--- config.mk ---
export PLATFORM = sky130hd
export DESIGN_NAME = checker_board_renderer
export DESIGN_NICKNAME = d
export VERILOG_FILES = /design/src/rtl/checker_pkg.sv /design/src/rtl/vga_timing.sv /design/src/rtl/checker_board_renderer.sv
export SDC_FILE = /design/constraint.sdc
export NUM_CORES = 1
export LEC_CHECK = 0
export BUFFER_PORTS_ARGS = -buffer_cell sky130_fd_sc_hd__buf_2
export CORE_MARGIN = 5
export CORE_UTILIZATION = 57
export CTS_CLUSTER_SIZE = 16
export DETAILED_ROUTE_END_ITERATION = 8
export PLACE_DENSITY = 0.79
export SYNTH_ARGS = -nofsm -noshare
export SYNTH_HDL_FRONTEND = slang
export SYNTH_SLANG_ARGS = --single-unit
--- constraint.sdc ---
create_clock -name clk -period 7.4 [get_ports clk]
set_clock_uncertainty 0.15 [all_clocks]
set_input_delay 0.37 -clock clk [delete_from_list [all_inputs] [get_ports clk]]
set_output_delay 0.37 -clock clk [all_outputs]
set_load 0.01 [all_outputs]
--- src/rtl/checker_pkg.sv ---
// Shared constants for the checkers board renderer: cell layout, legal-move
// bus format, 640x480@60 raster timing and the palette.
package checker_pkg;

  localparam int CELL_OCC  = 2;
  localparam int CELL_RED  = 1;
  localparam int CELL_KING = 0;

  localparam int LM_W = 7;
  localparam int LM_N = 4;

  localparam int H_VISIBLE = 640;
  localparam int H_FRONT   = 16;
  localparam int H_SYNC    = 96;
  localparam int H_TOTAL   = 800;
  localparam int V_VISIBLE = 480;
  localparam int V_FRONT   = 10;
  localparam int V_SYNC    = 2;
  localparam int V_TOTAL   = 525;

  localparam int BAR_H0 = 16;
  localparam int BAR_H1 = 63;
  localparam int BAR_V0 = 16;
  localparam int BAR_V1 = 463;

  typedef struct packed {
    logic [7:0] r;
    logic [7:0] g;
    logic [7:0] b;
  } rgb_t;

  localparam rgb_t C_BLACK  = rgb_t'(24'h000000);
  localparam rgb_t C_CURSOR = rgb_t'(24'hFFFF00);
  localparam rgb_t C_LEGAL  = rgb_t'(24'h00C000);
  localparam rgb_t C_KING   = rgb_t'(24'hFFB000);
  localparam rgb_t C_RED    = rgb_t'(24'hC00000);
  localparam rgb_t C_WHITE  = rgb_t'(24'hF0F0F0);
  localparam rgb_t C_DARK   = rgb_t'(24'h603010);
  localparam rgb_t C_LIGHT  = rgb_t'(24'hE0C090);

  // Square of a signed 7-bit offset; |a| never exceeds 63 so 12 bits hold it.
  function automatic logic [11:0] sq_off(input logic [6:0] a);
    logic [5:0] mag;
    mag = a[6] ? 6'(-a) : a[5:0];
    return 12'(mag) * 12'(mag);
  endfunction

endpackage

--- src/rtl/vga_timing.sv ---
// Raster counters, raw sync/visible flags and divider-free square/offset
// counters for the board grid.
module vga_timing
  import checker_pkg::*;
#(
  parameter int H_VIS = H_VISIBLE,
  parameter int H_FP  = H_FRONT,
  parameter int H_SW  = H_SYNC,
  parameter int H_TOT = H_TOTAL,
  parameter int V_VIS = V_VISIBLE,
  parameter int V_FP  = V_FRONT,
  parameter int V_SW  = V_SYNC,
  parameter int V_TOT = V_TOTAL,
  parameter int H_ORG = 80,
  parameter int SQ    = 60
) (
  input  logic       clk,
  input  logic       rst,
  output logic [9:0] h,
  output logic [9:0] v,
  output logic       hs_raw,
  output logic       vs_raw,
  output logic       visible,
  output logic [2:0] sx,
  output logic [2:0] sy,
  output logic [5:0] dx,
  output logic [5:0] dy,
  output logic       in_board
);

  localparam logic [9:0] H_LAST  = 10'(H_TOT - 1);
  localparam logic [9:0] V_LAST  = 10'(V_TOT - 1);
  localparam logic [9:0] HS_0    = 10'(H_VIS + H_FP);
  localparam logic [9:0] HS_1    = 10'(H_VIS + H_FP + H_SW);
  localparam logic [9:0] VS_0    = 10'(V_VIS + V_FP);
  localparam logic [9:0] VS_1    = 10'(V_VIS + V_FP + V_SW);
  localparam logic [9:0] H_VIS_L = 10'(H_VIS);
  localparam logic [9:0] V_VIS_L = 10'(V_VIS);
  localparam logic [9:0] BRD_H0  = 10'(H_ORG);
  localparam logic [9:0] BRD_H1  = 10'(H_ORG + 8 * SQ);
  localparam logic [9:0] BRD_V1  = 10'(8 * SQ);
  localparam logic [5:0] SQ_LAST = 6'(SQ - 1);

  logic [9:0] h_reg, h_next, v_reg, v_next;
  logic [2:0] sx_reg, sx_next, sy_reg, sy_next;
  logic [5:0] dx_reg, dx_next, dy_reg, dy_next;

  always_comb begin
    h_next  = (h_reg == H_LAST) ? '0 : h_reg + 10'd1;
    v_next  = v_reg;
    dx_next = dx_reg;
    sx_next = sx_reg;
    dy_next = dy_reg;
    sy_next = sy_reg;
    if (h_reg == H_LAST)
      v_next = (v_reg == V_LAST) ? '0 : v_reg + 10'd1;

    // Column counters restart exactly as the pixel entering the board arrives.
    if (h_next == BRD_H0) begin
      dx_next = '0;
      sx_next = '0;
    end else if (dx_reg == SQ_LAST) begin
      dx_next = '0;
      sx_next = sx_reg + 3'd1;
    end else begin
      dx_next = dx_reg + 6'd1;
    end

    if (h_reg == H_LAST) begin
      if (v_next == '0) begin
        dy_next = '0;
        sy_next = '0;
      end else if (dy_reg == SQ_LAST) begin
        dy_next = '0;
        sy_next = sy_reg + 3'd1;
      end else begin
        dy_next = dy_reg + 6'd1;
      end
    end
  end

  always_ff @(posedge clk) begin
    if (rst) begin
      h_reg  <= '0;
      v_reg  <= '0;
      sx_reg <= '0;
      sy_reg <= '0;
      dx_reg <= '0;
      dy_reg <= '0;
    end else begin
      h_reg  <= h_next;
      v_reg  <= v_next;
      sx_reg <= sx_next;
      sy_reg <= sy_next;
      dx_reg <= dx_next;
      dy_reg <= dy_next;
    end
  end

  assign h        = h_reg;
  assign v        = v_reg;
  assign sx       = sx_reg;
  assign sy       = sy_reg;
  assign dx       = dx_reg;
  assign dy       = dy_reg;
  assign hs_raw   = !((h_reg >= HS_0) && (h_reg < HS_1));
  assign vs_raw   = !((v_reg >= VS_0) && (v_reg < VS_1));
  assign visible  = (h_reg < H_VIS_L) && (v_reg < V_VIS_L);
  assign in_board = (h_reg >= BRD_H0) && (h_reg < BRD_H1) && (v_reg < BRD_V1);

endmodule

--- src/rtl/checker_board_renderer.sv ---
// Draws the checkers board from a per-frame snapshot of the game state onto
// a VGA raster; two pipeline stages, syncs delayed to match.
module checker_board_renderer
  import checker_pkg::*;
#(
  parameter int H_ORG   = 80,
  parameter int SQ      = 60,
  parameter int R_PIECE = 22,
  parameter int R_KING  = 8,
  parameter int H_VIS   = H_VISIBLE,
  parameter int H_FP    = H_FRONT,
  parameter int H_SW    = H_SYNC,
  parameter int H_TOT   = H_TOTAL,
  parameter int V_VIS   = V_VISIBLE,
  parameter int V_FP    = V_FRONT,
  parameter int V_SW    = V_SYNC,
  parameter int V_TOT   = V_TOTAL
) (
  input  logic         clk,
  input  logic         rst,
  input  logic [191:0] serialized_board,
  input  logic [27:0]  legal_move,
  input  logic [5:0]   select_loc,
  input  logic         turn,
  output logic [7:0]   vga_r,
  output logic [7:0]   vga_g,
  output logic [7:0]   vga_b,
  output logic         vga_hs,
  output logic         vga_vs,
  output logic         vga_blank_n
);

  localparam logic [9:0]  V_SNAP  = 10'(V_VIS);
  localparam logic [5:0]  HALF    = 6'(SQ / 2);
  localparam logic [5:0]  EDGE_HI = 6'(SQ - 3);
  localparam logic [12:0] RP2     = 13'(R_PIECE * R_PIECE);
  localparam logic [12:0] RK2     = 13'(R_KING * R_KING);

  logic [9:0] h, v;
  logic       hs_raw, vs_raw, visible, in_board;
  logic [2:0] sx, sy;
  logic [5:0] dx, dy;

  vga_timing #(
    .H_VIS(H_VIS), .H_FP(H_FP), .H_SW(H_SW), .H_TOT(H_TOT),
    .V_VIS(V_VIS), .V_FP(V_FP), .V_SW(V_SW), .V_TOT(V_TOT),
    .H_ORG(H_ORG), .SQ(SQ)
  ) u_timing (
    .clk(clk), .rst(rst), .h(h), .v(v),
    .hs_raw(hs_raw), .vs_raw(vs_raw), .visible(visible),
    .sx(sx), .sy(sy), .dx(dx), .dy(dy), .in_board(in_board)
  );

  // Frame snapshot, taken during vertical blanking so a frame never tears.
  logic [191:0] board_reg;
  logic [27:0]  legal_reg;
  logic [5:0]   sel_reg;
  logic         turn_reg;

  always_ff @(posedge clk) begin
    if (rst) begin
      board_reg <= '0;
      legal_reg <= '0;
      sel_reg   <= '0;
      turn_reg  <= 1'b0;
    end else if (h == '0 && v == V_SNAP) begin
      board_reg <= serialized_board;
      legal_reg <= legal_move;
      sel_reg   <= select_loc;
      turn_reg  <= turn;
    end
  end

  logic [2:0] cells [64];
  for (genvar gi = 0; gi < 64; gi++) begin : g_cells
    assign cells[gi] = board_reg[3*gi +: 3];
  end

  logic [2:0] y_cur;
  logic       bar_cur;
  assign y_cur   = 3'd7 - sy;
  assign bar_cur = (h >= 10'(BAR_H0)) && (h <= 10'(BAR_H1)) &&
                   (v >= 10'(BAR_V0)) && (v <= 10'(BAR_V1));

  // Stage 1: geometry, region flags and the cell under the pixel.
  logic       vis_s1, hs_s1, vs_s1, board_s1, bar_s1;
  logic [2:0] sx_s1, y_s1, cell_s1;
  logic [5:0] dx_s1, dy_s1;

  always_ff @(posedge clk) begin
    if (rst) begin
      vis_s1   <= 1'b0;
      hs_s1    <= 1'b1;
      vs_s1    <= 1'b1;
      board_s1 <= 1'b0;
      bar_s1   <= 1'b0;
      sx_s1    <= '0;
      y_s1     <= '0;
      cell_s1  <= '0;
      dx_s1    <= '0;
      dy_s1    <= '0;
    end else begin
      vis_s1   <= visible;
      hs_s1    <= hs_raw;
      vs_s1    <= vs_raw;
      board_s1 <= in_board;
      bar_s1   <= bar_cur;
      sx_s1    <= sx;
      y_s1     <= y_cur;
      cell_s1  <= cells[{sx, y_cur}];
      dx_s1    <= dx;
      dy_s1    <= dy;
    end
  end

  logic [LM_N-1:0] legal_hit;
  for (genvar gi = 0; gi < LM_N; gi++) begin : g_legal
    assign legal_hit[gi] = legal_reg[gi*LM_W + LM_W - 1] &&
                           (legal_reg[gi*LM_W +: LM_W-1] == {sx_s1, y_s1});
  end

  logic [6:0]  ox, oy;
  logic [12:0] d2;
  logic        border, cursor, legal, king_px, piece_px;
  rgb_t        rgb_next;

  always_comb begin
    ox       = {1'b0, dx_s1} - {1'b0, HALF};
    oy       = {1'b0, dy_s1} - {1'b0, HALF};
    d2       = {1'b0, sq_off(ox)} + {1'b0, sq_off(oy)};
    border   = (dx_s1 < 6'd3) || (dx_s1 >= EDGE_HI) ||
               (dy_s1 < 6'd3) || (dy_s1 >= EDGE_HI);
    cursor   = border && ({sx_s1, y_s1} == sel_reg);
    legal    = border && (|legal_hit);
    king_px  = cell_s1[CELL_OCC] && cell_s1[CELL_KING] && (d2 <= RK2);
    piece_px = cell_s1[CELL_OCC] && (d2 <= RP2);
    rgb_next = C_BLACK;
    if (vis_s1) begin
      if (board_s1) begin
        if (cursor)                 rgb_next = C_CURSOR;
        else if (legal)             rgb_next = C_LEGAL;
        else if (king_px)           rgb_next = C_KING;
        else if (piece_px)          rgb_next = cell_s1[CELL_RED] ? C_RED : C_WHITE;
        else if (sx_s1[0] == y_s1[0]) rgb_next = C_DARK;
        else                        rgb_next = C_LIGHT;
      end else if (bar_s1) begin
        rgb_next = turn_reg ? C_RED : C_WHITE;
      end
    end
  end

  // Stage 2: final colour plus syncs aligned with it.
  rgb_t rgb_reg;
  logic hs_reg, vs_reg, blank_reg;

  always_ff @(posedge clk) begin
    if (rst) begin
      rgb_reg   <= C_BLACK;
      hs_reg    <= 1'b1;
      vs_reg    <= 1'b1;
      blank_reg <= 1'b0;
    end else begin
      rgb_reg   <= rgb_next;
      hs_reg    <= hs_s1;
      vs_reg    <= vs_s1;
      blank_reg <= vis_s1;
    end
  end

  assign vga_r       = rgb_reg.r;
  assign vga_g       = rgb_reg.g;
  assign vga_b       = rgb_reg.b;
  assign vga_hs      = hs_reg;
  assign vga_vs      = vs_reg;
  assign vga_blank_n = blank_reg;

endmodule

# Yosys cells after proc, flatten, opt, wreduce, memory -nomap -nowiden

Index checks and enable logic that the tools add are counted.
W data, S select, Z words.

Output and inout port bits: 27
Logic and storage cells: 125
Register bits: 318
Input bits: 229

Reduce and logical (&&, ||, !) cells: 31
Mux-type cells: 21
Magnitude comparators: 19
$add $sub $neg: 12
Bitwise operators: 2
$mul: 2
Equality and inequality tests: 12

Operators with widths:

| operator                | number |
|---|---|
| $mux W24                | 7 |
| $mux W22                | 2 |
| $eq A6 B6 Y1            | 5 |
| $lt A10 B10 Y1 const B  | 3 |
| $mux W10                | 3 |
| $mul A6 B6 Y12          | 2 |
| $mux W6                 | 4 |
| $add A10 B1 Y10 const B | 2 |
| $eq A10 B10 Y1 const B  | 2 |
| $ge A10 B5 Y1 const B   | 2 |
| $logic_not A10 Y1       | 2 |
| $lt A10 B9 Y1 const B   | 2 |
| $bmux W3 S6             | 1 |
| $logic_and A1 B1 Y1     | 18 |
| $sub A6 B5 Y7 const B   | 2 |
| $add A12 B12 Y13        | 1 |
| $le A13 B7 Y1 const B   | 1 |
| $le A13 B9 Y1 const B   | 1 |
| $add A6 B1 Y6 const B   | 2 |
| $eq A6 B6 Y1 const B    | 2 |
| $ge A6 B6 Y1 const B    | 2 |
| $lt A6 B2 Y1 const B    | 2 |
| $mux W3                 | 4 |
| $neg A6 Y6              | 2 |
| other kinds (20)        | 25 |

# Depth between registers and ports, before layout

Gate-level depths: netlist (run 1).

Depth after elaboration: 12
Mapped depth: 26
Gate-level depth less buffers: 26

# Cells and area by module

From an unflattened synthesis (run 1), not the netlist that was laid out.

Cells, all modules: 1,806
Area total of the unflattened synthesis: 15,468.6 um2

Modules (own cells, without submodules):

| module                 | times used | area each (um2) | cells each | seq. area each (um2) |
|---|---|---|---|---|
| checker_board_renderer | 1          | 13,291.5        | 1,538      | 5,365.1 |
| vga_timing             | 1          | 2,177.1         | 268        | 760.7 |

# Least setup slack after synthesis (run 1)

OpenSTA, ideal clock, no wires.

Path kind: flip-flop to flip-flop
From: register dx_s1[1]
To: register rgb_reg, in the netlist vga_b[7]
Setup time: 0.116 ns
Clock period less this slack: 6.550 ns
Arrival time: 6.284 ns
Required time: 7.134 ns
Cell stages (with the launch flop): 25
Setup slack: 0.850 ns
Buffers on the path: 0
Path through: dfxtp_1 > ha_1 > nor2b_1 > o22ai_1 > a22oi_1 > nor2_1 > nor2_1 > o21ai_1 > or2_2 > fa_1 > inv_1 > fa_1 > fa_1 > fa_1 > inv_1 > fa_1 > inv_1 > ha_1 > nand2b_1 > a21oi_1 > or4_1 > a32oi_1 > nand4_1 > or2_2 > a31o_2

Longest elaborated chain between the ends: 12
Elaborated cells on any way between the ends: 21
Classes of those cells: add/sub (3); mul (1); order compare (4); mux (6); reduce/logical (7)

Ends and longest elaborated chain:

| what                   | line                          | RTL |
|---|---|---|
| start, declared        | checker_board_renderer.sv:88  | `logic [5:0] dx_s1, dy_s1;` |
| start signal, assigned | checker_board_renderer.sv:100 | `dx_s1 <= '0;` |
| start signal, assigned | checker_board_renderer.sv:111 | `dx_s1 <= dx;` |
| $sub A6 B5 Y7          | checker_board_renderer.sv:128 | `ox = {1'b0, dx_s1} - {1'b0, HALF};` |
| $neg A6 Y6             | checker_pkg.sv:44             | `mag = a[6] ? 6'(-a) : a[5:0];` |
| $mux W6                | checker_pkg.sv:44             |  |
| $mul A6 B6 Y12         | checker_pkg.sv:45             | `return 12'(mag) * 12'(mag);` |
| $add A12 B12 Y13       | checker_board_renderer.sv:130 | `d2 = {1'b0, sq_off(ox)} + {1'b0, sq_off(oy)};` |
| $le A13 B9 Y1          | checker_board_renderer.sv:136 | `piece_px = cell_s1[CELL_OCC] && (d2 <= RP2);` |
| $logic_and A1 B1 Y1    | checker_board_renderer.sv:136 |  |
| $mux W24               | checker_board_renderer.sv:143 | `else if (piece_px) rgb_next = cell_s1[CELL_RED] ? C_RED : C_WHITE;` |
| $mux W24               | checker_board_renderer.sv:142 | `else if (king_px) rgb_next = C_KING;` |
| $mux W24               | checker_board_renderer.sv:141 | `else if (legal) rgb_next = C_LEGAL;` |
| $mux W24 (*)           | checker_board_renderer.sv:140 | `if (cursor) rgb_next = C_CURSOR;` |
| $mux W24 (*)           | checker_board_renderer.sv:139 | `if (board_s1) begin` |
| end signal, assigned   | checker_board_renderer.sv:163 | `rgb_reg <= rgb_next;` |
| end, declared          | checker_board_renderer.sv:153 | `rgb_t rgb_reg;` |

Every way passes the cells marked *; elsewhere a longest branch is shown, timed or not.
A chain may end at the register's enable or synchronous reset.

# Final worst setup path (run 1)

From: register dx_s1[0]
To: register rgb_reg, in the netlist vga_b[7]

Same word-level chain as after synthesis.

==> run summary, run 1 <==
Status - complete, no violations
Top-area cell type share of the netlist area - 0.4017
Vias in the first global route - 15.14k
Slew @ Worst Pin - 1.246 ns
Chip height - 173.6 µm
Largest stage delay on the critical path - 0.55 ns
Avg Cell Area, Syn - 8.659 µm²
Worst Hold Class - reg2reg
CTS tree - done
Maximum fanout along the worst path - 9
Final count of pins violating max slew - 0
TritonRoute pass-1 iters - 6
Synth Flop Type - dfxtp_1
Crit-path most repeated cell - fa_1
DIE AREA - 30,120 µm²
Main combinational cell family by area after synthesis - simple AND/OR/NAND/NOR gates
Post-DP HPWL - 27,550 µm
Synth Area in XOR/XNOR - 0.04021
Worst EP arrival - 7.41 ns
Worst skew pair latency - 0.58 ns
Drt total wl - 51,310 µm
H-tree depth - 1
Tcrit/Tclk final - 0.9598
CTS buffer count - 31
Crit start category - flop
Clk sink count - 306
TNS Setup - 0 ns
Initial antenna violation count - 10
Area growth syn-to-layout - 30.34%
Maximum vdd drop - 190.9 µV
Post-route minimum period - 7.102 ns
Slowest-stage cell, CP - fa_1
Worst rel slew slack - 0.1694
Ys async rst share - 0
First-pass GRT wire length - 80,370 µm
Post-synth EDFFs - 0
Pin count of the biggest net entering global routing - 123
Die Span X - 173.6 µm
Syn Inst Count - 1,761
Core area - 26,210 µm²
Final Hold Vio Count - 0
Synth warnings - 0
Leak - 0.007768 µW
Remaining DRCs - 0
Crit Path Class - reg2reg
Worst setup EP type - flop
Post-Syn Area - 15,250 µm²
I/O pins - 256
Fill count - 1,611
Critical path required time - 7.71 ns
Vias/cell - 5.927
Post-synthesis sequential area ratio - 0.4017
Post-route ant nets - 0
Largest register FFs - 192
Simple-Gate Fraction of Synth Area - 0.2038
Placed Instance Area - 16,460 µm²
Total power - 4109 µW
Top delay family on crit path - adder cells
WL per Instance - 20.38 µm
Fraction of synthesized area in multiplexers - 0.09658
Net count, final - 2,463
Total GRT Usage - 0.3285
GRT overflow - 0
Clk buf depth - 3
Fin Hold WS - 0.2632 ns
Initial DRC count - 1,768
Yosys reg bits - 306
Share of cells above drive strength 1 - 0.1880
Max Clk Rate - 0.1408 GHz
Postcts setup bufs - 0
Adder-cell share of the synthesized area - 0.08534
CTS Root Cell - clkbuf_16
Final Setup Violations - 0
Worst-path clk slew - 0.06 ns
FP Rows - 59
Initial Utilization - 0.5819
Finished layout cell area - 19,880 µm²
RSZ-0062 raised after global routing - false
Area leader, netlist - dfxtp_1
Synth cell types - 70
GP Congestion - 0.9122
DR vias - 14.92k
PD cells - 206.7 nW/µm²
IO buf count - 251
Bufs and invs on worst path - 4
Synth area leaders - dfxtp_1 (40%), nand2_1 (12%), mux4_2 (9.3%)
# Max-Cap Violations - 0
Synth Area in Compound Gates - 0.1182
## final timing paths
| check | from | to | slack [ns] | cells past startpoint |
|---|---|---|---|---|
| setup / recovery | dx_s1[0] | vga_b[7] | 0.30 | 25 |
| setup reg to reg | dx_s1[0] | vga_b[7] | 0.30 | 25 |
| hold / removal | vs_s1 | vga_vs | 0.26 | 1 |
| hold reg to reg | vs_s1 | vga_vs | 0.26 | 1 |
## timing repair
item,in CTS,in global routing
endpoints found under the setup margin,0,7
resized for setup,0,4
hold buffers,227,0
hold endpoints to repair,227,0
## cell usage in the layout (no fill, tap or decap), drive strengths merged, types with 29 or more instances in the layout
master / n
nor2b: 29
dlygate4sd3: 227
inv: 69
a21oi: 249
xor2: 32
nand2: 486
mux4: 63
fa: 35
nor2: 67
buf: 259
ha: 48
clkbuf: 38
xnor2: 38
dfxtp: 306
## through the flow
stage / std cells / setup WS (ns) / util
floorplan: 1764 / 0.8498 / -
global placement: 2226 / 0.5162 / 0.6282
detailed placement: 2226 / 0.2878 / 0.6282
CTS: 2510 / 0.2749 / 0.7573
global route: 2518 / 0.003602 / 0.7584
finish: 2518 / 0.2977 / 0.7584
## metal layers
| layer | vias to the layer above | wire, µm | GRT usage |
|---|---|---|---|
| met5 | - | 14 | 0 |
| met4 | 2 | 3706 | 0.1952 |
| met3 | 301 | 4700 | 0.07219 |
| met2 | 975 | 24610 | 0.5527 |
| met1 | 6945 | 18280 | 0.3860 |
| li1 | 6700 | - | - |
## Yosys cell counts (5+ instances only)
| master | n |
|---|---|
| nor2_1 | 67 |
| inv_1 | 67 |
| dfxtp_1 | 306 |
| nor3_1 | 18 |
| xor2_1 | 32 |
| nor4_1 | 9 |
| and2_1 | 14 |
| ha_1 | 48 |
| nand4_1 | 24 |
| a21oi_1 | 249 |
| buf_4 | 13 |
| fa_1 | 35 |
| mux4_2 | 63 |
| xnor2_1 | 38 |
| buf_2 | 17 |
| o21ai_0 | 14 |
| nor2b_1 | 29 |
| clkbuf_1 | 101 |
| a21o_1 | 11 |
| nand3_1 | 14 |
| and3_1 | 5 |
| or4_1 | 5 |
| nand2_1 | 486 |
| nand2b_1 | 9 |
| or2_2 | 7 |
## power by group
group          internal (µW)  leakage, µW  switching [µW]
clock                   1010     0.000549             706
combinational            341      0.00475             395
sequential              1650      0.00247            8.25
total                   3000      0.00777            1110
## logic make-up (layout without fill, tap and decap cells)
| group | Yosys count | after routing |
|---|---|---|
| compound gates | 322 | 322 |
| xor+xnor | 70 | 70 |
| fa+ha+maj | 83 | 83 |
| buf+inv | 200 | 611 |
| flops | 306 | 306 |
| mux | 68 | 68 |
| other cells | 1 | 12 |
| simple gates | 711 | 711 |
## layout make-up
type                    count  area [µm²]  area share
diodes                      8       20.02    0.001007
flip-flops and latches    306        6133      0.3086
clock buffers              37       859.6     0.04325
inverters                  67       251.5     0.01265
clock inverters            20       251.5     0.01265
well taps                 335       419.2     0.02109
multi-input cells        1258        8323      0.4188
repair buffers            487        3617      0.1820
(Power assumes the default switching activity.)
==> run 2, diff against run 1 <==
- CORE_UTILIZATION: 57 -> 45
- PLACE_DENSITY: 0.79 -> 0.64
==> run summary, run 2 (synthesized netlist as in run 1, its figures left out) <==
Status - complete, no violations (unchanged)
Post-DP HPWL - 27,880 µm (was 27,550 µm)
Tcrit/Tclk final - 0.9385 (was 0.9598)
Maximum fanout along the worst path - 6 (was 9)
Most common cell after layout, fill and taps aside - nand2_1 (unchanged)
Max Clk Rate - 0.1440 GHz (was 0.1408 GHz)
Initial antenna violation count - 5 (was 10)
Post-route minimum period - 6.945 ns (was 7.102 ns)
Drt total wl - 44,350 µm (was 51,310 µm)
Leak - 0.007767 µW (was 0.007768 µW)
Most frequent cells in the layout - nand2_1 (486), dfxtp_1 (304), buf_2 (250) (was nand2_1 (486), dfxtp_1 (302), buf_2 (250))
TritonRoute pass-1 iters - 5 (was 6)
Final count of pins violating max slew - 0 (unchanged)
DIE AREA - 37,670 µm² (was 30,120 µm²)
Post-route ant nets - 0 (unchanged)
Crit start category - flop (unchanged)
Clk sink count - 306 (unchanged)
Worst Hold Class - in2reg (was reg2reg)
Worst rel slew slack - 0.1749 (was 0.1694)
H-tree depth - 2 (was 1)
Area growth syn-to-layout - 31.29% (was 30.34%)
Vias in the first global route - 14.14k (was 15.14k)
GP Congestion - 0.8753 (was 0.9122)
Reg2reg end - vga_b[7] (unchanged)
Remaining DRCs - 0 (unchanged)
Die Span X - 194.1 µm (was 173.6 µm)
Final Hold Vio Count - 0 (unchanged)
Worst Setup EP - vga_b[7] (unchanged)
I/O pins - 256 (unchanged)
Pin count of the biggest net entering global routing - 228 (was 123)
Total power - 4042 µW (was 4109 µW)
Initial Utilization - 0.4547 (was 0.5819)
Worst-path clk slew - 0.06 ns (about the same)
PD cells - 201.9 nW/µm² (was 206.7 nW/µm²)
Critical path required time - 7.65 ns (was 7.71 ns)
DP Cell Count - 2,342 (was 2,226)
Total GRT Usage - 0.2272 (was 0.3285)
CTS Root Cell - clkbuf_16 (unchanged)
GRT overflow - 0 (unchanged)
R2R Path Start - dy_s1[1] (was dx_s1[0])
IO buf count - 251 (unchanged)
WL per Instance - 16.86 µm (was 20.38 µm)
R2R Setup Slk - 0.46 ns (was 0.30 ns)
Area of the multi-input gates - 8329 µm² (was 8323 µm²)
Slew @ Worst Pin - 1.238 ns (was 1.246 ns)
TNS Setup - 0 ns (unchanged)
Largest register FFs - 192 (unchanged)
DR vias - 13.78k (was 14.92k)
# Max-Cap Violations - 0 (unchanged)
Worst EP arrival - 7.20 ns (was 7.41 ns)
CTS tree - done (unchanged)
Fill count - 2,827 (was 1,611)
FP Rows - 67 (was 59)
CTS buffer count - 35 (was 31)
Vias/cell - 5.238 (was 5.927)
First-pass GRT wire length - 71,590 µm (was 80,370 µm)
Core area - 33,530 µm² (was 26,210 µm²)
Non-filler cells, final - 2,630 (was 2,518)
Chip height - 194.1 µm (was 173.6 µm)
Final Setup Violations - 0 (unchanged)
Postcts setup bufs - 0 (unchanged)
FF-to-FF path depth - 24 (was 25)
Maximum vdd drop - 147.5 µV (was 190.9 µV)
Critical Path Source - dy_s1[1] (was dx_s1[0])
Worst setup EP type - flop (unchanged)
Clk buf depth - 3 (unchanged)
Share of cells above drive strength 1 - 0.1857 (was 0.1880)
Fin Hold WS - 0.01675 ns (was 0.2632 ns)
Net count, final - 2,468 (was 2,463)
Initial DRC count - 838 (was 1,768)
Worst skew pair latency - 0.52 ns (was 0.58 ns)
Register Area - 6131 µm² (was 6133 µm²)
Crit Path Class - reg2reg (unchanged)
==> run 2: changes by cell type in the layout (fill, tap and decap cells not counted), moves of 2 or more <==
cell | previous run | this run
buf_4 | 8 | 10
dfxtp_1 | 302 | 304
clkbuf_8 | 5 | 7
bufinv_16 | 5 | 2
clkbuf_16 | 32 | 35
clkinvlp_4 | 3 | 1
dfxtp_2 | 3 | 1
diode_2 | 8 | 6
clkinv_2 | 10 | 3
clkbuf_1 | 1 | 8
dlygate4sd3_1 | 227 | 225
==> run 2: area by class of cell <==
| class | count | area share |
|---|---|---|
| diodes | 6 | 0.0007500 |
| repair buffers | 488 | 0.1814 |
| flip-flops and latches | 306 | 0.3062 |
| well taps | 448 | 0.02800 |
| clock inverters | 8 | 0.005563 |
| inverters | 67 | 0.01256 |
| multi-input cells | 1258 | 0.4161 |
| clock buffers | 49 | 0.04937 |
==> run 2: how the worst min path moves through the flow <==
stage	endpoint	slack, ns	cells past startpoint	startpoint
finish	board_reg[5]	0.02	3	serialized_board[5]
global route	board_reg[42]	0.005	3	serialized_board[42]
CTS	board_reg[5]	0.002	3	serialized_board[5]
detailed placement	vga_hs	0.25	1	hs_s1
global placement	vga_hs	0.27	1	hs_s1
floorplan	vga_hs	0.24	1	hs_s1
==> run 2: timing repair <==
action,CTS,global route
endpoints found under the hold margin,225,0
endpoints found under the setup margin,0,7
hold buffers,225,0
resized for setup,0,4
==> run 2: layer usage <==
metal  GRT usage  vias up  routed length, µm
met4     0.07969        0               1524
li1            -     6704                  -
met5           0        -                  0
met3     0.03805       99               2423
met2      0.3881      448              21660
met1      0.2925     6524              18740
==> run 2: critical path: stages, from the launching register on <==
cell and delay (ns):
dfxtp_1 0.36, ha_1 0.27, or3_1 0.34, a2111oi_2 0.36
a31oi_1 0.08, nor2_1 0.10, a41oi_1 0.10, nand2b_1 0.27
fa_1 0.56, inv_1 0.04, ha_1 0.26, a21o_1 0.18
fa_1 0.48, fa_1 0.54, inv_1 0.05, fa_1 0.52
inv_1 0.04, ha_1 0.34, nand2b_1 0.13, a21oi_1 0.11
or4_1 0.50, a32oi_1 0.21, nand4_1 0.25, or2_2 0.37
a31o_2 0.21
==> run 2: through the flow <==
step,util,setup WS [ns],cell area [µm²]
3_5_place_dp,0.4962,0.4607,16640
5_1_grt,0.5969,-0.004103,20020
6_report,0.5970,0.4551,20020
4_1_cts,0.5962,0.4278,19990
3_3_place_gp,0.4962,0.6249,16640
2_1_floorplan,-,0.8498,15260
==> run 2: where the power goes <==
group          switching, µW  internal (µW)
Clock                    676           1000
Combinational            367            336
Sequential              8.13           1650
Total                   1050           2990
